--- src/rtl/level_loader.sv ---
// level_loader: streams one level's object table from the level ROM into a
// shadow bank, then swaps it into the active info_* tables at a frame boundary.
module level_loader #(
    parameter int unsigned N_GROUND = 16,
    parameter int unsigned N_FENCE  = 16,
    parameter int unsigned N_SPINCE = 6,
    parameter int unsigned LVL_W    = 2
) (
    input  logic              Clk,
    input  logic              Reset_n,
    input  logic              load_req,
    input  logic [LVL_W-1:0]  level_id,
    input  logic              frame_end,
    output logic              busy,
    output logic              done,
    output logic              rom_rd,
    output logic [LVL_W+5:0]  rom_addr,
    input  logic [28:0]       rom_data,
    output logic [28:0]       info_ground [N_GROUND],
    output logic [28:0]       info_fence  [N_FENCE],
    output logic [20:0]       info_spince [N_SPINCE],
    output logic [9:0]        info_exit   [2]
);

    localparam int unsigned IDX_W       = 6;
    localparam int unsigned FENCE_BASE  = N_GROUND;
    localparam int unsigned SPINCE_BASE = N_GROUND + N_FENCE;
    localparam int unsigned EXIT_BASE   = SPINCE_BASE + N_SPINCE;
    localparam int unsigned LAST_IDX    = EXIT_BASE + 1;

    typedef enum logic [1:0] {
        S_IDLE,
        S_FETCH,
        S_DRAIN,
        S_WAIT
    } state_t;

    state_t              state;
    logic                cap_vld;
    logic [IDX_W-1:0]    cap_idx;
    logic                commit_c;

    logic [28:0] sh_ground [N_GROUND];
    logic [28:0] sh_fence  [N_FENCE];
    logic [20:0] sh_spince [N_SPINCE];
    logic [9:0]  sh_exit   [2];

    // Frame boundary seen while a complete shadow bank is waiting
    assign commit_c = (state == S_WAIT) && frame_end;

    // Load sequencer: accept request, walk word indices, drain, wait for frame
    always_ff @(posedge Clk or negedge Reset_n) begin
        if (!Reset_n) begin
            state    <= S_IDLE;
            busy     <= 1'b0;
            done     <= 1'b0;
            rom_rd   <= 1'b0;
            rom_addr <= '0;
        end else begin
            done <= 1'b0;
            case (state)
                S_IDLE: begin
                    if (load_req) begin
                        state    <= S_FETCH;
                        busy     <= 1'b1;
                        rom_rd   <= 1'b1;
                        rom_addr <= {level_id, IDX_W'(0)};
                    end
                end
                S_FETCH: begin
                    if (rom_addr[IDX_W-1:0] == IDX_W'(LAST_IDX)) begin
                        rom_rd <= 1'b0;
                        state  <= S_DRAIN;
                    end else begin
                        rom_addr[IDX_W-1:0] <= rom_addr[IDX_W-1:0] + IDX_W'(1);
                    end
                end
                S_DRAIN: begin
                    state <= S_WAIT;
                end
                S_WAIT: begin
                    if (commit_c) begin
                        state <= S_IDLE;
                        busy  <= 1'b0;
                        done  <= 1'b1;
                    end
                end
                default: begin
                    state <= S_IDLE;
                end
            endcase
        end
    end

    // Read pipeline: remember which word each read was for, data lands next cycle
    always_ff @(posedge Clk or negedge Reset_n) begin
        if (!Reset_n) begin
            cap_vld <= 1'b0;
            cap_idx <= '0;
        end else begin
            cap_vld <= rom_rd;
            cap_idx <= rom_addr[IDX_W-1:0];
        end
    end

    // Shadow bank: route each returned word to its table slot, narrowing fields
    always_ff @(posedge Clk or negedge Reset_n) begin
        if (!Reset_n) begin
            for (int i = 0; i < N_GROUND; i++) sh_ground[i] <= '0;
            for (int i = 0; i < N_FENCE; i++)  sh_fence[i]  <= '0;
            for (int i = 0; i < N_SPINCE; i++) sh_spince[i] <= '0;
            for (int i = 0; i < 2; i++)        sh_exit[i]   <= '0;
        end else if (cap_vld) begin
            for (int i = 0; i < N_GROUND; i++) begin
                if (cap_idx == IDX_W'(i)) sh_ground[i] <= rom_data;
            end
            for (int i = 0; i < N_FENCE; i++) begin
                if (cap_idx == IDX_W'(FENCE_BASE + i)) sh_fence[i] <= rom_data;
            end
            for (int i = 0; i < N_SPINCE; i++) begin
                if (cap_idx == IDX_W'(SPINCE_BASE + i)) sh_spince[i] <= rom_data[20:0];
            end
            for (int i = 0; i < 2; i++) begin
                if (cap_idx == IDX_W'(EXIT_BASE + i)) sh_exit[i] <= rom_data[9:0];
            end
        end
    end

    // Active bank: whole-level swap in one cycle so a frame never mixes levels
    always_ff @(posedge Clk or negedge Reset_n) begin
        if (!Reset_n) begin
            for (int i = 0; i < N_GROUND; i++) info_ground[i] <= '0;
            for (int i = 0; i < N_FENCE; i++)  info_fence[i]  <= '0;
            for (int i = 0; i < N_SPINCE; i++) info_spince[i] <= '0;
            for (int i = 0; i < 2; i++)        info_exit[i]   <= '0;
        end else if (commit_c) begin
            info_ground <= sh_ground;
            info_fence  <= sh_fence;
            info_spince <= sh_spince;
            info_exit   <= sh_exit;
        end
    end

endmodule

--- config.mk ---
export PLATFORM = sky130hd
export DESIGN_NAME = level_loader
export DESIGN_NICKNAME = d
export VERILOG_FILES = /design/src/rtl/level_loader.sv
export SDC_FILE = /design/constraint.sdc
export NUM_CORES = 2
export LEC_CHECK = 0
export BUFFER_PORTS_ARGS = -buffer_cell sky130_fd_sc_hd__buf_2
export CAP_MARGIN = 0
export CORE_ASPECT_RATIO = 0.5
export CORE_MARGIN = 8
export CORE_UTILIZATION = 59
export CTS_BUF_LIST = sky130_fd_sc_hd__clkbuf_8
export DETAILED_ROUTE_END_ITERATION = 10
export PLACE_DENSITY = 0.86
export SKIP_LAST_GASP = 1
export SLEW_MARGIN = 10
export SYNTH_ARGS = -nofsm -noshare
export SYNTH_HDL_FRONTEND = slang
export SYNTH_SLANG_ARGS = --single-unit
export TNS_END_PERCENT = 30
--- constraint.sdc ---
create_clock -name Clk -period 2.4 [get_ports Clk]
set_input_delay 0.36 -clock Clk [delete_from_list [all_inputs] [get_ports Clk]]
set_output_delay 0.36 -clock Clk [all_outputs]
set_load 0.005 [all_outputs]
Yosys cells after proc, flatten, opt, wreduce, memory -nomap -nowiden. Index checks and enable logic that the tools add are counted.

Add/sub/neg operators: 1. $mul: 0. Divide/modulo/power cells: 0. $lt $le $gt $ge: 0. Equality and inequality tests: 47. Shift-type cells: 0. Mux-type cells: 14. Bitwise operators: 0. Reduce and logical (&&, ||, !) cells: 50.

Operators by type and width (count): $eq A6 B5 Y1 const B (16); $reduce_and A2 Y1 (41); $eq A6 B6 Y1 const B (9); $eq A6 B4 Y1 const B (8); $eq A6 B3 Y1 const B (4); $eq A6 B2 Y1 const B (2); $mux W6 (2); $pmux W6 S2 (1); $reduce_and A3 Y1 (4); $ne A2 B2 Y1 const B (4); $pmux W2 S4 (1); $add A6 B1 Y6 const B (1); $eq A6 B1 Y1 const B (1); $logic_not A6 Y1 (1); $mux W2 (3); $mux W1 (5); $eq A2 B2 Y1 const B (2); $pmux W1 S2 (2); $reduce_bool A2 Y1 (2); $eq A2 B1 Y1 const B (1); $logic_not A2 Y1 (1); $logic_and A1 B1 Y1 (1).

Register bits: 2168. Bits in latches: 0. Memory bits (writable): 0. Memory bits (read-only): 0. Input bits: 35. Output and inout bits: 1085. Logic and storage cells: 200. Memories: 0.

Longest topological paths before layout.
Depth in word-level cells: 4. Mapped depth: 8. Depth with buffers taken out: 6.

Worst setup path after synthesis. No wires, ideal clock.

Path kind: reg-to-reg. From: register cap_idx[3]. To: register sh_fence[250] (netlist name). Data arrival time: 1.856 ns. Required time: 2.275 ns. Slack: 0.419 ns. Stages on the path, launching flop included: 8. Buffers on the path: 3. Path through: dfrtp_1 -> buf_2 -> nand2b_1 -> or2_2 -> nor2b_1 -> buf_2 -> buf_4 -> mux2_2.

Longest elaborated chain between the ends: 2.

Ends and longest elaborated chain: start: declaration (RTL line 40) `logic [IDX_W-1:0] cap_idx;`; start signal: assignment (RTL line 102) `cap_idx <= rom_addr[IDX_W-1:0];`; $eq A6 B5 Y1 (RTL line 118) `if (cap_idx == IDX_W'(FENCE_BASE + i)) sh_fence[i] <= rom_data;`; $reduce_and A2 Y1 (no line); end signal: indexed assignment (RTL line 118); end: declaration (RTL line 44) `logic [28:0] sh_fence [N_FENCE];`.

Every way passes these cells. A chain may end at the register's enable or synchronous reset.

Worst setup path after layout.
From: register state[0]. To: register busy.

Longest elaborated chain between the ends: 4. Elaborated cells between the ends (all ways): 8.

Ends and longest elaborated chain: start: declaration (RTL line 38) `state_t state;`; start signal: assignment (RTL line 54) `state <= S_IDLE;`; start signal: assignment (RTL line 64) `state <= S_FETCH;`; start signal: assignment (RTL line 73) `state <= S_DRAIN;`; $eq A2 B2 Y1 (RTL line 49, 61); $logic_and A1 B1 Y1 (RTL line 49) `assign commit_c = (state == S_WAIT) && frame_end;`; $ne A2 B2 Y1 (no line); $reduce_and A3 Y1 (no line); end signal: assignment (RTL line 55) `busy <= 1'b0;`; end signal: assignment (RTL line 65) `busy <= 1'b1;`; end signal: assignment (RTL line 84) `busy <= 1'b0;`; end: declaration (RTL line 14) `output logic busy,`.

Several ways; a longest one is shown, not always the timed one.

==> impl_metrics.toml <==
[status]
status = "finished, final reports clean"

[timing]
period_minus_slack_ns = 2.34
drv_slew = 0
skew_ns = 0.0593
worstMarginPinSlew_ns = 1.21
final_hold_viol_count = 0
period_share_pct = 97.5
fmax_mhz = 427
setup_viol = 0
slew_headroom_pct = 19.1

[worst_setup_path]
crit_end = "busy"
required_ns = 3.16
cpMaxStageDelayCell = "dlygate4sd3_1"
cp-startpoint = "state[0]"
start_kind = "flop"
r2r-start = "state[0]"
end_kind = "flop"
max_stage_delay_ns = 0.57
cp_cell_sequence = "inv_1, ha_1, nand2b_1, nand2_1, dlygate4sd3_1, nand2_1, o21ai_0, dlygate4sd3_1"
r2r-end = "busy"
crit_arrival_ns = 3.10
crit_type = "reg2reg"
reg2reg_slack_ns = 0.06
ff2ff_path_depth = 8
worst-path-max-fanout = 5

[floorplan]
ioPinCount = 1120
dieArea_um2 = 150000
core_region_area_um2 = 137000
initial_utilization_pct = 59.3
rows = 96
die_h_um = 278
die_w_um = 540

[power]
power.total_mw = 105
p_per_area_nw_per_um2 = 1090
p_leak_nw = 52.7
ir_drop_mv = 0.563

[cts]
insertion_delay_ns = 0.88
clk_pin_slew_ns = 0.07
clockRootBuffer = "clkbuf_8"
cts_buffers = 295
cts_max_level = 5
cts.path.max_buffers = 4
clock_sinks = 2168
cts_tree = "yes"

[finish]
layout_common_cells = "nand2_1 (3252), dfrtp_1 (2168), buf_2 (1118)"
syn_to_final_growth_pct = 18.6
layout_commonest_cell = "nand2_1"
nets = 8252
layout-drive-gt1-share_pct = 33.7
final_util_pct = 70.3

[global_routing]
antenna_found_initial = 30
grt_max_degree = 142
grt_pass1_vias = 62219
grt_pass1_wl_um = 388000
grt-ovfl-total = 0
grt_usage_pct = 34.2

[routing]
drtIter0Drc = 7011
postRouteAntennaNets = 0
wl_per_cell_um = 25.8
drc = 0
wl_um = 264000
drt-vias-per-instance = 5.88
dr.pass1.iters = 6
via_count = 60279

[synth]
yosys_warnings = 0
synth_cell_types = 36
synthesis.area_um2 = 81100
synth_edf_count = 0
yosysSeqAreaShare_pct = 66.9
ys.flop_type = "dfrtp_1"
ys_async_sr_fraction_pct = 100
synth_area_per_cell_um2 = 11.5
synth_nets = 7088
synth_seq_cells = 2168
syn_inst = 7047

[worst_hold_path]
min_path_type = "in2async"

[placed_design]
place_congestion = 0.871
io_buffers = 1119
dp_hpwl_um = 167000

[job]
cap_violations = 0
==> critical path: cells and delay by family, from the launching register on <==
family                     cells  cell delay [ns]
and+or+nand+nor                3             0.26
AOI/OAI and AO/OA              1             0.07
DFF                            1             0.38
buffers and inverters          3             1.22
adders and majority gates      1             0.28
==> sequential cells by signal, summed over array words and instances (netlist names), 6 cells and up <==
register and count:
sh_ground 464, info_exit 20, sh_spince 126, info_spince 126, info_fence 464, sh_fence 464
info_ground 464, cap_idx 6, sh_exit 20, rom_addr 8
==> worst min path at each step <==
| stage | endpoint | slack (ns) |
|---|---|---|
| final | info_spince[93] | 0.04 |
| after global routing | info_spince[90] | 0.02 |
| after CTS | info_spince[90] | 0.01 |
| after detailed placement | info_spince[93] | 0.34 |
| after global placement | info_spince[71] | 0.34 |
| after floorplan | busy | 0.06 |
==> stage by stage <==
stage | TNS (ns) | instance area, µm² | setup WS, ns | std cells | hold WS (ns)
floorplan | 0 | 81100 | 0.419 | 7047 | 0.0644
global placement | -2.61 | 90000 | -0.127 | 9717 | 0.336
detailed placement | -2.15 | 90000 | -0.113 | 9717 | 0.342
CTS | 0 | 96100 | 0.0660 | 10242 | 0.0123
global route | -0.0227 | 96100 | -0.0227 | 10246 | 0.0231
finish | 0 | 96100 | 0.0593 | 10259 | 0.0445
==> what timing repair did <==
| action | 4_1_cts | 5_1_grt |
|---|---|---|
| hold buffers | 9 | 0 |
| hold endpoints to repair | 932 | 0 |
| pin swaps | 0 | 0 |
| buffers inserted | 0 | 1 |
| setup endpoints to repair | 24 | 9 |
| gates resized for setup | 1 | 1 |
==> cells by family after synthesis <==
logic type,share of synthesized area (%)
AOI/OAI and AO/OA,0.147
adders and majority gates,0.0926
buffers and inverters,2.40
DFF,66.9
muxes,15.0
and+or+nand+nor,15.5
==> final cells by class <==
cell class / instances / area, µm²
flip-flops and latches: 2168 / 54300
diodes: 16 / 40.0
inverters: 7 / 33.8
clock buffers: 373 / 5130
multi-input cells: 4410 / 25000
clock inverters: 143 / 803
well taps: 1813 / 2270
fillers: 8733 / 40600
repair buffers: 1329 / 8600
==> synth_stat cells, types with 6 or more instances <==
cell      instances  share of area, %
buf_4            15              0.14
nand2b_1          7             0.054
o21ai_0           6             0.037
clkbuf_1        360               1.7
buf_1            19             0.088
inv_1             6             0.028
buf_6             7             0.097
buf_2            61              0.38
nor2_1           17             0.079
dfrtp_1        2168                67
nor3_1            7             0.043
nand2_1        3257                15
mux2_2         1077                15
ha_1              6             0.093
==> power by group <==
part           total, mW  internal, mW  switching [mW]
clock               28.7          14.6            14.1
combinational       24.7          10.4            14.2
sequential          51.8          45.1            6.72
==> routing by layer <==
metal	up-vias	global-route usage, %	share of wire (%)
met4	6	28.8	10
met1	30413	40.3	34
li1	24702	-	-
met5	-	0	0.015
met3	1263	7.64	9.1
met2	3895	54.1	47
Note: power is estimated with default switching activity, not from simulation.
